## src/rtl/sisc_pkg.sv

```systemverilog
// Shared SISC definitions: opcode constants, instruction field positions and
// the fetch-stage state encoding. Imported by the fetch unit and its helpers.
package sisc_pkg;

  localparam logic [3:0] NOOP   = 4'h0;
  localparam logic [3:0] LOD    = 4'h1;
  localparam logic [3:0] STR    = 4'h2;
  localparam logic [3:0] BRA    = 4'h4;
  localparam logic [3:0] BRR    = 4'h5;
  localparam logic [3:0] BNE    = 4'h6;
  localparam logic [3:0] ALU_OP = 4'h8;
  localparam logic [3:0] HLT    = 4'hF;

  localparam int OPC_MSB = 31;
  localparam int MM_MSB  = 27;
  localparam int IMM_MSB = 15;

  typedef enum logic [1:0] {
    IDLE = 2'd0,
    REQ  = 2'd1,
    WAIT = 2'd2
  } fetch_state_e;

  function automatic logic [3:0] ir_opcode(input logic [31:0] ir_word);
    return ir_word[OPC_MSB -: 4];
  endfunction

  function automatic logic [3:0] ir_mm(input logic [31:0] ir_word);
    return ir_word[MM_MSB -: 4];
  endfunction

endpackage

```

## src/rtl/fetch_unit_if.sv

```systemverilog
// Instruction-memory read port between the fetch unit (master) and memory (slave).
// Handshake: master raises imem_rd with imem_addr held stable until the read
// completes; memory answers with a single-cycle imem_valid carrying imem_data,
// at least one cycle after imem_rd first rises. There is no backpressure.
interface fetch_unit_if #(
  parameter int AW = 16
);

  logic          imem_rd;
  logic [AW-1:0] imem_addr;
  logic [31:0]   imem_data;
  logic          imem_valid;

  modport master (
    output imem_rd,
    output imem_addr,
    input  imem_data,
    input  imem_valid
  );

  modport slave (
    input  imem_rd,
    input  imem_addr,
    output imem_data,
    output imem_valid
  );

endinterface

```

## src/rtl/fetch_unit_br_cond.sv

```systemverilog
// Branch condition evaluation: decides from opcode, mask field and status
// flags whether a BRA/BRR/BNE instruction is taken.
module br_cond
  import sisc_pkg::*;
(
  input  logic [3:0] opcode_i,
  input  logic [3:0] mm_i,
  input  logic [3:0] stat_i,
  output logic       take_o
);

  logic cond;

  always_comb begin
    take_o = 1'b0;
    cond   = |(stat_i & mm_i);
    case (opcode_i)
      BRA, BRR: take_o = (mm_i == 4'd0) || cond;
      BNE:      take_o = !cond;
      default:  take_o = 1'b0;
    endcase
  end

endmodule

```

## src/rtl/fetch_unit.sv

```systemverilog
// SISC instruction fetch stage: PC, IR, memory fetch FSM and branch resolve.
// Optional fetch timeout is enabled by defining FETCH_TIMEOUT_EN.
module fetch_unit
  import sisc_pkg::*;
#(
  parameter int AW = 16
`ifdef FETCH_TIMEOUT_EN
  , parameter int TIMEOUT = 15
`endif
) (
  input  logic                clk,
  input  logic                rst_f,
  input  logic                fetch_start,
  input  logic                br_eval,
  input  logic [3:0]          stat,
  fetch_unit_if.master        imem,
  output logic [31:0]         ir,
  output logic [3:0]          opcode,
  output logic [3:0]          mm,
  output logic                ir_valid,
  output logic                busy,
  output logic [AW-1:0]       pc,
  output logic                br_taken,
  output logic                fetch_err,
  output fetch_state_e        dbg_state
);

  fetch_state_e  state_q, state_d;
  logic [AW-1:0] pc_q, pc_d;
  logic [AW-1:0] fa_q, fa_d;
  logic [31:0]   ir_q, ir_d;
  logic          ir_valid_q, ir_valid_d;
  logic          br_taken_q, br_taken_d;

  logic [3:0]    opc_w;
  logic [3:0]    mm_w;
  logic [15:0]   imm_w;
  logic          take;
  logic [AW-1:0] br_target;
  logic          rd;
  logic [AW-1:0] addr;
  logic          timeout;

  assign opc_w = ir_opcode(ir_q);
  assign mm_w  = ir_mm(ir_q);
  assign imm_w = ir_q[IMM_MSB -: 16];

  br_cond u_br_cond (
    .opcode_i (opc_w),
    .mm_i     (mm_w),
    .stat_i   (stat),
    .take_o   (take)
  );

  // AW never exceeds 16, so adding the low AW bits of the immediate equals
  // adding its sign extension modulo 2^AW.
  always_comb begin
    br_target = ir_q[AW-1:0];
    if (opc_w == BRR) br_target = pc_q + imm_w[AW-1:0];
  end

`ifdef FETCH_TIMEOUT_EN
  localparam int CNT_W = $clog2(TIMEOUT + 1);

  logic [CNT_W-1:0] cnt_q, cnt_d;
  logic             err_q, err_d;

  assign timeout = (state_q == WAIT) && !imem.imem_valid &&
                   (cnt_q == CNT_W'(TIMEOUT - 1));

  always_comb begin
    cnt_d = '0;
    if ((state_q == WAIT) && !imem.imem_valid && !timeout) cnt_d = cnt_q + CNT_W'(1);
    err_d = err_q | timeout;
  end

  always_ff @(posedge clk or negedge rst_f) begin
    if (!rst_f) begin
      cnt_q <= '0;
      err_q <= 1'b0;
    end else begin
      cnt_q <= cnt_d;
      err_q <= err_d;
    end
  end

  assign fetch_err = err_q;
`else
  assign timeout   = 1'b0;
  assign fetch_err = 1'b0;
`endif

  always_comb begin
    state_d    = state_q;
    pc_d       = pc_q;
    fa_d       = fa_q;
    ir_d       = ir_q;
    ir_valid_d = 1'b0;
    br_taken_d = br_taken_q;
    rd         = 1'b0;
    addr       = fa_q;

    case (state_q)
      IDLE: begin
        if (fetch_start) state_d = REQ;
      end
      REQ: begin
        rd      = 1'b1;
        addr    = pc_q;
        fa_d    = pc_q;
        state_d = WAIT;
      end
      WAIT: begin
        rd = 1'b1;
        if (imem.imem_valid) begin
          ir_d       = imem.imem_data;
          pc_d       = fa_q + AW'(1);
          ir_valid_d = 1'b1;
          state_d    = IDLE;
        end else if (timeout) begin
          ir_d       = {NOOP, 28'd0};
          pc_d       = fa_q + AW'(1);
          ir_valid_d = 1'b1;
          state_d    = IDLE;
        end
      end
      default: state_d = IDLE;
    endcase

    // A taken branch overrides the post-fetch increment; the in-flight fetch
    // still completes from its latched address.
    if (br_eval) begin
      br_taken_d = take;
      if (take) pc_d = br_target;
    end
  end

  always_ff @(posedge clk or negedge rst_f) begin
    if (!rst_f) begin
      state_q    <= IDLE;
      pc_q       <= '0;
      fa_q       <= '0;
      ir_q       <= '0;
      ir_valid_q <= 1'b0;
      br_taken_q <= 1'b0;
    end else begin
      state_q    <= state_d;
      pc_q       <= pc_d;
      fa_q       <= fa_d;
      ir_q       <= ir_d;
      ir_valid_q <= ir_valid_d;
      br_taken_q <= br_taken_d;
    end
  end

  assign imem.imem_rd   = rd;
  assign imem.imem_addr = addr;

  assign ir        = ir_q;
  assign opcode    = opc_w;
  assign mm        = mm_w;
  assign ir_valid  = ir_valid_q;
  assign busy      = (state_q != IDLE);
  assign pc        = pc_q;
  assign br_taken  = br_taken_q;
  assign dbg_state = state_q;

endmodule

```

## src/flat_wrapper.sv

```systemverilog
// flat-port wrapper written by rule: the top's interface ports become plain ports
module fetch_unit_flat import sisc_pkg::*;
#(
  parameter int AW = 16

)
  (clk, rst_f, fetch_start, br_eval, stat, ir, opcode, mm, ir_valid, busy, pc, br_taken, fetch_err, dbg_state, imem_imem_rd, imem_imem_addr, imem_imem_data, imem_imem_valid);
  fetch_unit_if #(.AW(AW)) imem_i ();
  input  logic clk;
  input  logic rst_f;
  input  logic fetch_start;
  input  logic br_eval;
  input  logic [3:0] stat;
  output logic [31:0] ir;
  output logic [3:0] opcode;
  output logic [3:0] mm;
  output logic ir_valid;
  output logic busy;
  output logic [AW-1:0] pc;
  output logic br_taken;
  output logic fetch_err;
  output fetch_state_e dbg_state;
  output wire logic [$bits(imem_i.imem_rd)-1:0] imem_imem_rd;
  output wire logic [$bits(imem_i.imem_addr)-1:0] imem_imem_addr;
  input wire logic [$bits(imem_i.imem_data)-1:0] imem_imem_data;
  input wire logic [$bits(imem_i.imem_valid)-1:0] imem_imem_valid;
  assign imem_imem_rd = imem_i.imem_rd;
  assign imem_imem_addr = imem_i.imem_addr;
  assign imem_i.imem_data = imem_imem_data;
  assign imem_i.imem_valid = imem_imem_valid;
  fetch_unit #(.AW(AW)) u_core (.clk(clk), .rst_f(rst_f), .fetch_start(fetch_start), .br_eval(br_eval), .stat(stat), .imem(imem_i), .ir(ir), .opcode(opcode), .mm(mm), .ir_valid(ir_valid), .busy(busy), .pc(pc), .br_taken(br_taken), .fetch_err(fetch_err), .dbg_state(dbg_state));
endmodule
```

## config.mk

```make
export PLATFORM = sky130hd
export DESIGN_NAME = fetch_unit_flat
export DESIGN_NICKNAME = d
export VERILOG_FILES = /design/src/rtl/sisc_pkg.sv /design/src/rtl/fetch_unit_if.sv /design/src/rtl/fetch_unit_br_cond.sv /design/src/rtl/fetch_unit.sv /design/src/flat_wrapper.sv
export SDC_FILE = /design/constraint.sdc
export NUM_CORES = 1
export LEC_CHECK = 0
export CORE_ASPECT_RATIO = 1.4
export CORE_MARGIN = 10
export CORE_UTILIZATION = 52
export DETAILED_ROUTE_END_ITERATION = 8
export GPL_TIMING_DRIVEN = 0
export PLACE_DENSITY_LB_ADDON = 0.08
export SYNTH_ARGS = -nofsm -noshare
export SYNTH_HDL_FRONTEND = slang
export SYNTH_HIERARCHICAL = 1
export SYNTH_SLANG_ARGS = --single-unit
```

## constraint.sdc

```tcl
create_clock -name clk -period 3.56 [get_ports clk]
set_input_delay 0.712 -clock clk [delete_from_list [all_inputs] [get_ports clk]]
set_output_delay 0.712 -clock clk [all_outputs]
set_load 0.05 [all_outputs]
```

==> key figures, run 1 <==
Outcome
  • Outcome: completed

Setup path
  • CP Capture Type: output port
  • Critical path class: flop to output port
  • CP max FO: 10
  • Reg2reg start: u_core/ir[24]
  • Crit. Startpoint: u_core/dbg_state[1]
  • Critical path arrival: between 2 and 3 ns
  • Required @ worst endpoint: ~2.9 ns
  • Startpoint types: flop

Logic synthesis
  • Largest cells by area after synthesis: dfrtp_1 (42%), nand2_1 (12%), ha_1 (6.2%)
  • Area leader, netlist: dfrtp_1
  • Post-synth ARST share: 100%
  • Yosys top cell area share: 42.1%
  • Mean post-synth cell area: between 8 and 9 µm²
  • Netlist cell types: 57
  • Sequential area share after synthesis: between 40 and 50%
  • Net Count, Synth: around 520
  • Mapped cell area: just over 4000 µm²
  • Cells after synthesis: 457
  • YS warnings: 6
  • Post-synthesis register bit count: 68
  • Main flop type after synthesis: dfrtp_1
  • Post-synth EDFFs: 0

Timing
  • Min Tclk post-route: roughly 3.3 ns
  • Final Max Slew Viols: 0
  • Setup violators final: 0
  • Worst Clk Skew: 0.00795 ns
  • Fmax: between 0.2 and 0.3 GHz
  • Hold WS: around 0.47 ns
  • Slew @ Worst Pin: 0.877 ns
  • Unrepaired setup endpoints after global routing: false
  • Final worst slack: 0.214 ns
  • Final worst-path cycle share: roughly 94%
  • Final hold violations: 0
  • Relative slew margins: 41.5%

Layout
  • Share of cells above drive strength 1: between 8 and 9%
  • Non-filler cells, final: 689
  • Layout area overhead: 36.9%
  • Most common cell after layout, fill and taps aside: nand2_1
  • Nets: 647
  • Inserted Diodes: 0
  • Design Area, Final: approximately 5500 µm²
  • Most frequent cells in the layout: nand2_1 (126), clkdlybuf4s50_1 (116), dfrtp_1 (68), nor2_1 (20), ha_1 (19)

Die
  • Num rows: 38
  • Top Ports: 120
  • Chip height: around 120 µm
  • DIE AREA: around 12000 µm²
  • Die W: 94.5 µm
  • Initial core utilization: a little over half
  • Core ar.: around 7700 µm²

Clock tree
  • Htree depth: 3
  • Clk buf depth: 2
  • TritonCTS clock tree: built
  • Skew-Pair Late Insertion Delay: approximately 0.35 ns
  • Clock-pin slew on the worst setup and hold paths: around 0.07 ns
  • Clk root buf: clkbuf_8
  • # Post-CTS Setup Buffers: 0
  • CTS Sinks: just under 70
  • Clock buffer count from CTS: 9

Global route
  • Overall global routing resource usage: ~22%
  • Number of global-route vias before repair: 4003
  • Gr ovfl total: 0
  • Largest net degree at the start of global routing: just under 70
  • First-pass GRT wire length: slightly above 20000 µm
  • Initial antenna violation count: 0

Detailed routing
  • Final wirelength: about 13000 µm
  • Vias: 3913
  • Drt initial violations: 278
  • TritonRoute pass-1 iters: 6
  • DR vias/cell: about 5.7
  • Post-route ant nets: 0
  • Routed len/inst: roughly 19 µm
  • DRC errors left: 0

Placed design
  • Post-DP HPWL: 9740 µm
  • Placed Instances: roughly 680
  • Cell Area, Placed: 5350 µm²
  • IO buf count: 118
  • Setup WS pre-CTS: 0.123 ns
  • GPL Wtd Cong: 0.927

Worst hold path
  • Hold Path Class: input port to async pin

Job
  • Maxcap violations: 0
-- repair_timing --
item                                    in CTS  in global routing
endpoints found under the setup margin       7                  6
gates resized for setup                      1                  2
hold buffers                                 0                  0
-- cells by family after synthesis --
group                      count (synthesis)  synth area share, %
DFF                                       68                 42.1
other                                      1               0.0928
adders and majority gates                 21                 6.69
AOI/OAI and AO/OA                         93                 16.1
buffers and inverters                     43                 4.86
muxes                                     19                 5.20
and+or+nand+nor                          192                 20.7
xor gates and xnor gates                  20                 4.33
-- metrics by stage --
stage | setup TNS (ns) | utilization [%]
final | 0 | 72.3
after global routing | 0 | 72.3
after CTS | 0 | 72.2
after detailed placement | 0 | 69.8
after global placement | -35.86 | 69.9
after floorplan | 0 | -
-- metal layers --
layer	up-vias	track usage (%)	share of wire, %
met4	0	9.10	1.8
met2	171	37.0	51
met1	1872	24.1	37
li1	1846	-	-
met3	24	7.84	9.9
met5	-	0	0
-- sequential cells by signal, summed over array words and instances, names as in the netlist --
name              cells
u_core/ir_valid       1
u_core/fa_q          16
u_core/ir            32
u_core/dbg_state      2
u_core/pc            16
u_core/br_taken       1
-- layout make-up --
type                            count  area [µm²]
Inverter                           12        45.0
Buffer                             30         149
Clock buffer                       13         149
Sequential cell                    68        1700
Timing Repair Buffer              118        1180
Clock inverter                      2        35.0
Fill cell                         604        2120
Multi-Input combinational cell    346        2150
Tap cell                          100         125
-- worst paths after layout --
check / cells after the start / end / slack (ns)
max: 5 / imem_imem_addr[8] / 0.21
min: 1 / u_core/fa_q[0] / 0.47
max reg2reg: 9 / u_core/pc[11] / 0.63
min reg2reg: 2 / u_core/ir[21] / 0.48
max in group asynchronous: 1 / u_core/ir_valid / 2.51
min in group clk: 2 / u_core/ir[21] / 0.48
-- worst max-delay path, stage by stage (launching register included) --
cell and delay [ns]:
dfrtp_1 0.41, inv_1 0.12, ha_2 0.36, buf_2 0.30, mux2_2 0.38, clkdlybuf4s50_1 0.72
-- synthesized netlist by cell type (all sizes together) (2+ instances only) --
library cell and instances:
a221oi 2, xnor2 13, nor4 3, inv 12
clkbuf 14, nand4b 2, buf 17, o21a 3
ha 20, nor3 6, o21ai 18, a211o 3
nand3 14, nand2b 2, nor2 20, a2bb2oi 3
dfrtp 68, a2111oi 2, nand2 126, nand4 5
and2 3, a21oi 16, a31o 2, mux2 16
a22oi 3, a21o 7, o211ai 5, and3 5
o31ai 2, mux2i 3, xor2 7, a211oi 10
a31oi 10
Power of run 1 is left out: the tool's default activity adds up to more than one toggle a clock period on the data nets, which glitch-free logic cannot reach.
==> run 2, diff against run 1 <==
Settings changed: ABC_CLOCK_PERIOD_IN_PS set to 3560.
==> results of run 2 <==
Same layout as run 1: the final DEF is identical, and so are final timing and power.
Power of run 2 is left out for the same reason.
==> run 3, diff against run 2 <==
Settings changed: CORE_ASPECT_RATIO 1.4 to unset.
==> run 3 against run 2 <==
  * Hold slack lost 0.00061 ns
  * Final cell count is 0.44% higher
  * First-iteration DRC count shrank 6.1%
  * Via count shrank 2.4%
  * Flip-flop and latch count unchanged
  * Final area increased by 0.29%
==> key figures, run 3 (synthesis results as in run 1) <==
Outcome
  • Outcome: completed

Die
  • Top Ports: 120 (unchanged)
  • Chip height: 108 µm (-13%)
  • DIE AREA: 11700 µm² (-0.42%)
  • Core ar.: 7650 µm² (about the same)
  • Num rows: 32 (-16%)
  • Initial core utilization: 52.8% (about the same)
  • Die W: 108 µm (+14%)

Setup path
  • CP max FO: 10 (unchanged)
  • Crit Reg-Reg Endpoint: u_core/pc[11]
  • Critical path class: flop to output port
  • Required @ worst endpoint: 2.85 ns (about the same)
  • R2R Setup Slk: 0.71 ns (+0.08 ns)
  • Worst-case reg-to-reg path depth: 9 (unchanged)
  • Startpoint types: flop
  • Critical path arrival: 2.74 ns (+0.11 ns)
  • CP Capture Type: output port
  • Reg2reg start: u_core/ir[24]

Clock tree
  • Htree depth: 3 (unchanged)
  • Skew-Pair Late Insertion Delay: 0.34 ns (about the same)
  • Clock buffer count from CTS: 9 (unchanged)
  • Clk root buf: clkbuf_8
  • Clock-pin slew on the worst setup and hold paths: 0.07 ns (about the same)
  • CTS Sinks: 68 (unchanged)
  • TritonCTS clock tree: built
  • # Post-CTS Setup Buffers: 0 (unchanged)
  • CTS resizes: 1 (unchanged)
  • Hold Buf Count CTS: 0 (unchanged)
  • Clk buf depth: 2 (unchanged)

Timing
  • Worst Clk Skew: 0.00920 ns (+0.00125 ns)
  • Hold WS: 0.474 ns (-0.000610 ns)
  • Setup violators final: 0 (unchanged)
  • Final hold violations: 0 (unchanged)
  • Final Max Slew Viols: 0 (unchanged)
  • Final worst-path cycle share: 96.9% (+2.9 points)
  • Slew @ Worst Pin: 0.852 ns (-0.0256 ns)
  • Fmax: 0.290 GHz (-3.0%)
  • Relative slew margins: 43.2% (+1.7 points)
  • Min Tclk post-route: 3.45 ns (+0.104 ns)
  • Unrepaired setup endpoints after global routing: false

Layout
  • Inserted Diodes: 0 (unchanged)
  • Most frequent cells in the layout: nand2_1 (126), clkdlybuf4s50_1 (117), dfrtp_1 (68), nor2_1 (20), ha_1 (20)
  • Max reg flops: 32 (unchanged)
  • Layout area overhead: 37.3%
  • Share of cells above drive strength 1: 9.15% (+0.32 points)
  • Most common cell after layout, fill and taps aside: nand2_1
  • Nets: 647 (unchanged)
  • Fill cells: 598 (-0.99%)

Global route
  • Overall global routing resource usage: 21.4% (-0.59 points)
  • Number of global-route vias before repair: 3945 (-1.4%)
  • Gr ovfl total: 0 (unchanged)
  • First-pass GRT wire length: 19900 µm (-3.4%)
  • Initial antenna violation count: 0 (unchanged)
  • Largest net degree at the start of global routing: 69 (unchanged)

Placed design
  • IO buf count: 118 (unchanged)
  • GPL Wtd Cong: 0.908 (-2.0%)
  • Post-DP HPWL: 9560 µm (-1.8%)

Detailed routing
  • DRC errors left: 0 (unchanged)
  • DR vias/cell: 5.52 (-2.9%)
  • Routed len/inst: 17.9 µm (-4.3%)
  • Post-route ant nets: 0 (unchanged)
  • Drt initial violations: 261 (-6.1%)
  • Final wirelength: 12400 µm (-3.9%)
  • Vias: 3818 (-2.4%)
  • TritonRoute pass-1 iters: 5 (-1)

Job
  • Maxcap violations: 0 (unchanged)

Worst hold path
  • Hold Path Class: input port to async pin
[run 3: layout make-up]
cell class	count	area, µm²	area share [%]
inverter	12	45.0	0.812
buffer	30	149	2.68
timing repair buffer	118	1180	21.2
sequential	68	1700	30.7
multi-input combinational	346	2140	38.6
clock buffer	12	155	2.80
clock inverter	4	47.5	0.857
tap	102	128	2.30
[run 3: worst max path at each step]
stage                                   start            endpoint  slack [ns]  cells after the start
final                     u_core/dbg_state[1]  imem_imem_addr[10]        0.11                      5
after global routing      u_core/dbg_state[1]  imem_imem_addr[10]       0.005                      5
after CTS                 u_core/dbg_state[1]   imem_imem_addr[7]         0.1                      5
after detailed placement  u_core/dbg_state[1]   imem_imem_addr[7]        0.17                      6
after global placement                  rst_f       u_core/ir[16]       -0.50                      1
after floorplan           u_core/dbg_state[1]  imem_imem_addr[11]        0.24                      5
[run 3: metrics by stage]
stage	TNS, ns	instance area, µm²	worst slack (ns)	std cells	util [%]
floorplan	0	4040	0.243	457	-
CTS	0	5550	0.0963	692	72.5
global placement	-33.47	5350	-0.498	677	70.0
detailed placement	0	5350	0.171	677	69.9
finish	0	5550	0.109	692	72.5
global route	0	5550	0.00502	692	72.5
[run 3: metal layers]
layer  up-vias  wire (µm)  global-route usage, %  share of wire [%]
li1       1844          -                      -                  -
met4         0        186                   6.58                1.5
met3        16       1220                   9.10                9.8
met5         -          0                      0                  0
met2       138       5880                   34.7                 47
met1      1820       5120                   25.2                 41
[run 3: critical path: stages, from the launching register on]
cell,delay (ns)
dfrtp_1,0.40
inv_1,0.11
ha_1,0.47
buf_2,0.32
mux2_2,0.38
clkdlybuf4s50_1,0.71
Power of run 3 is left out for the same reason.
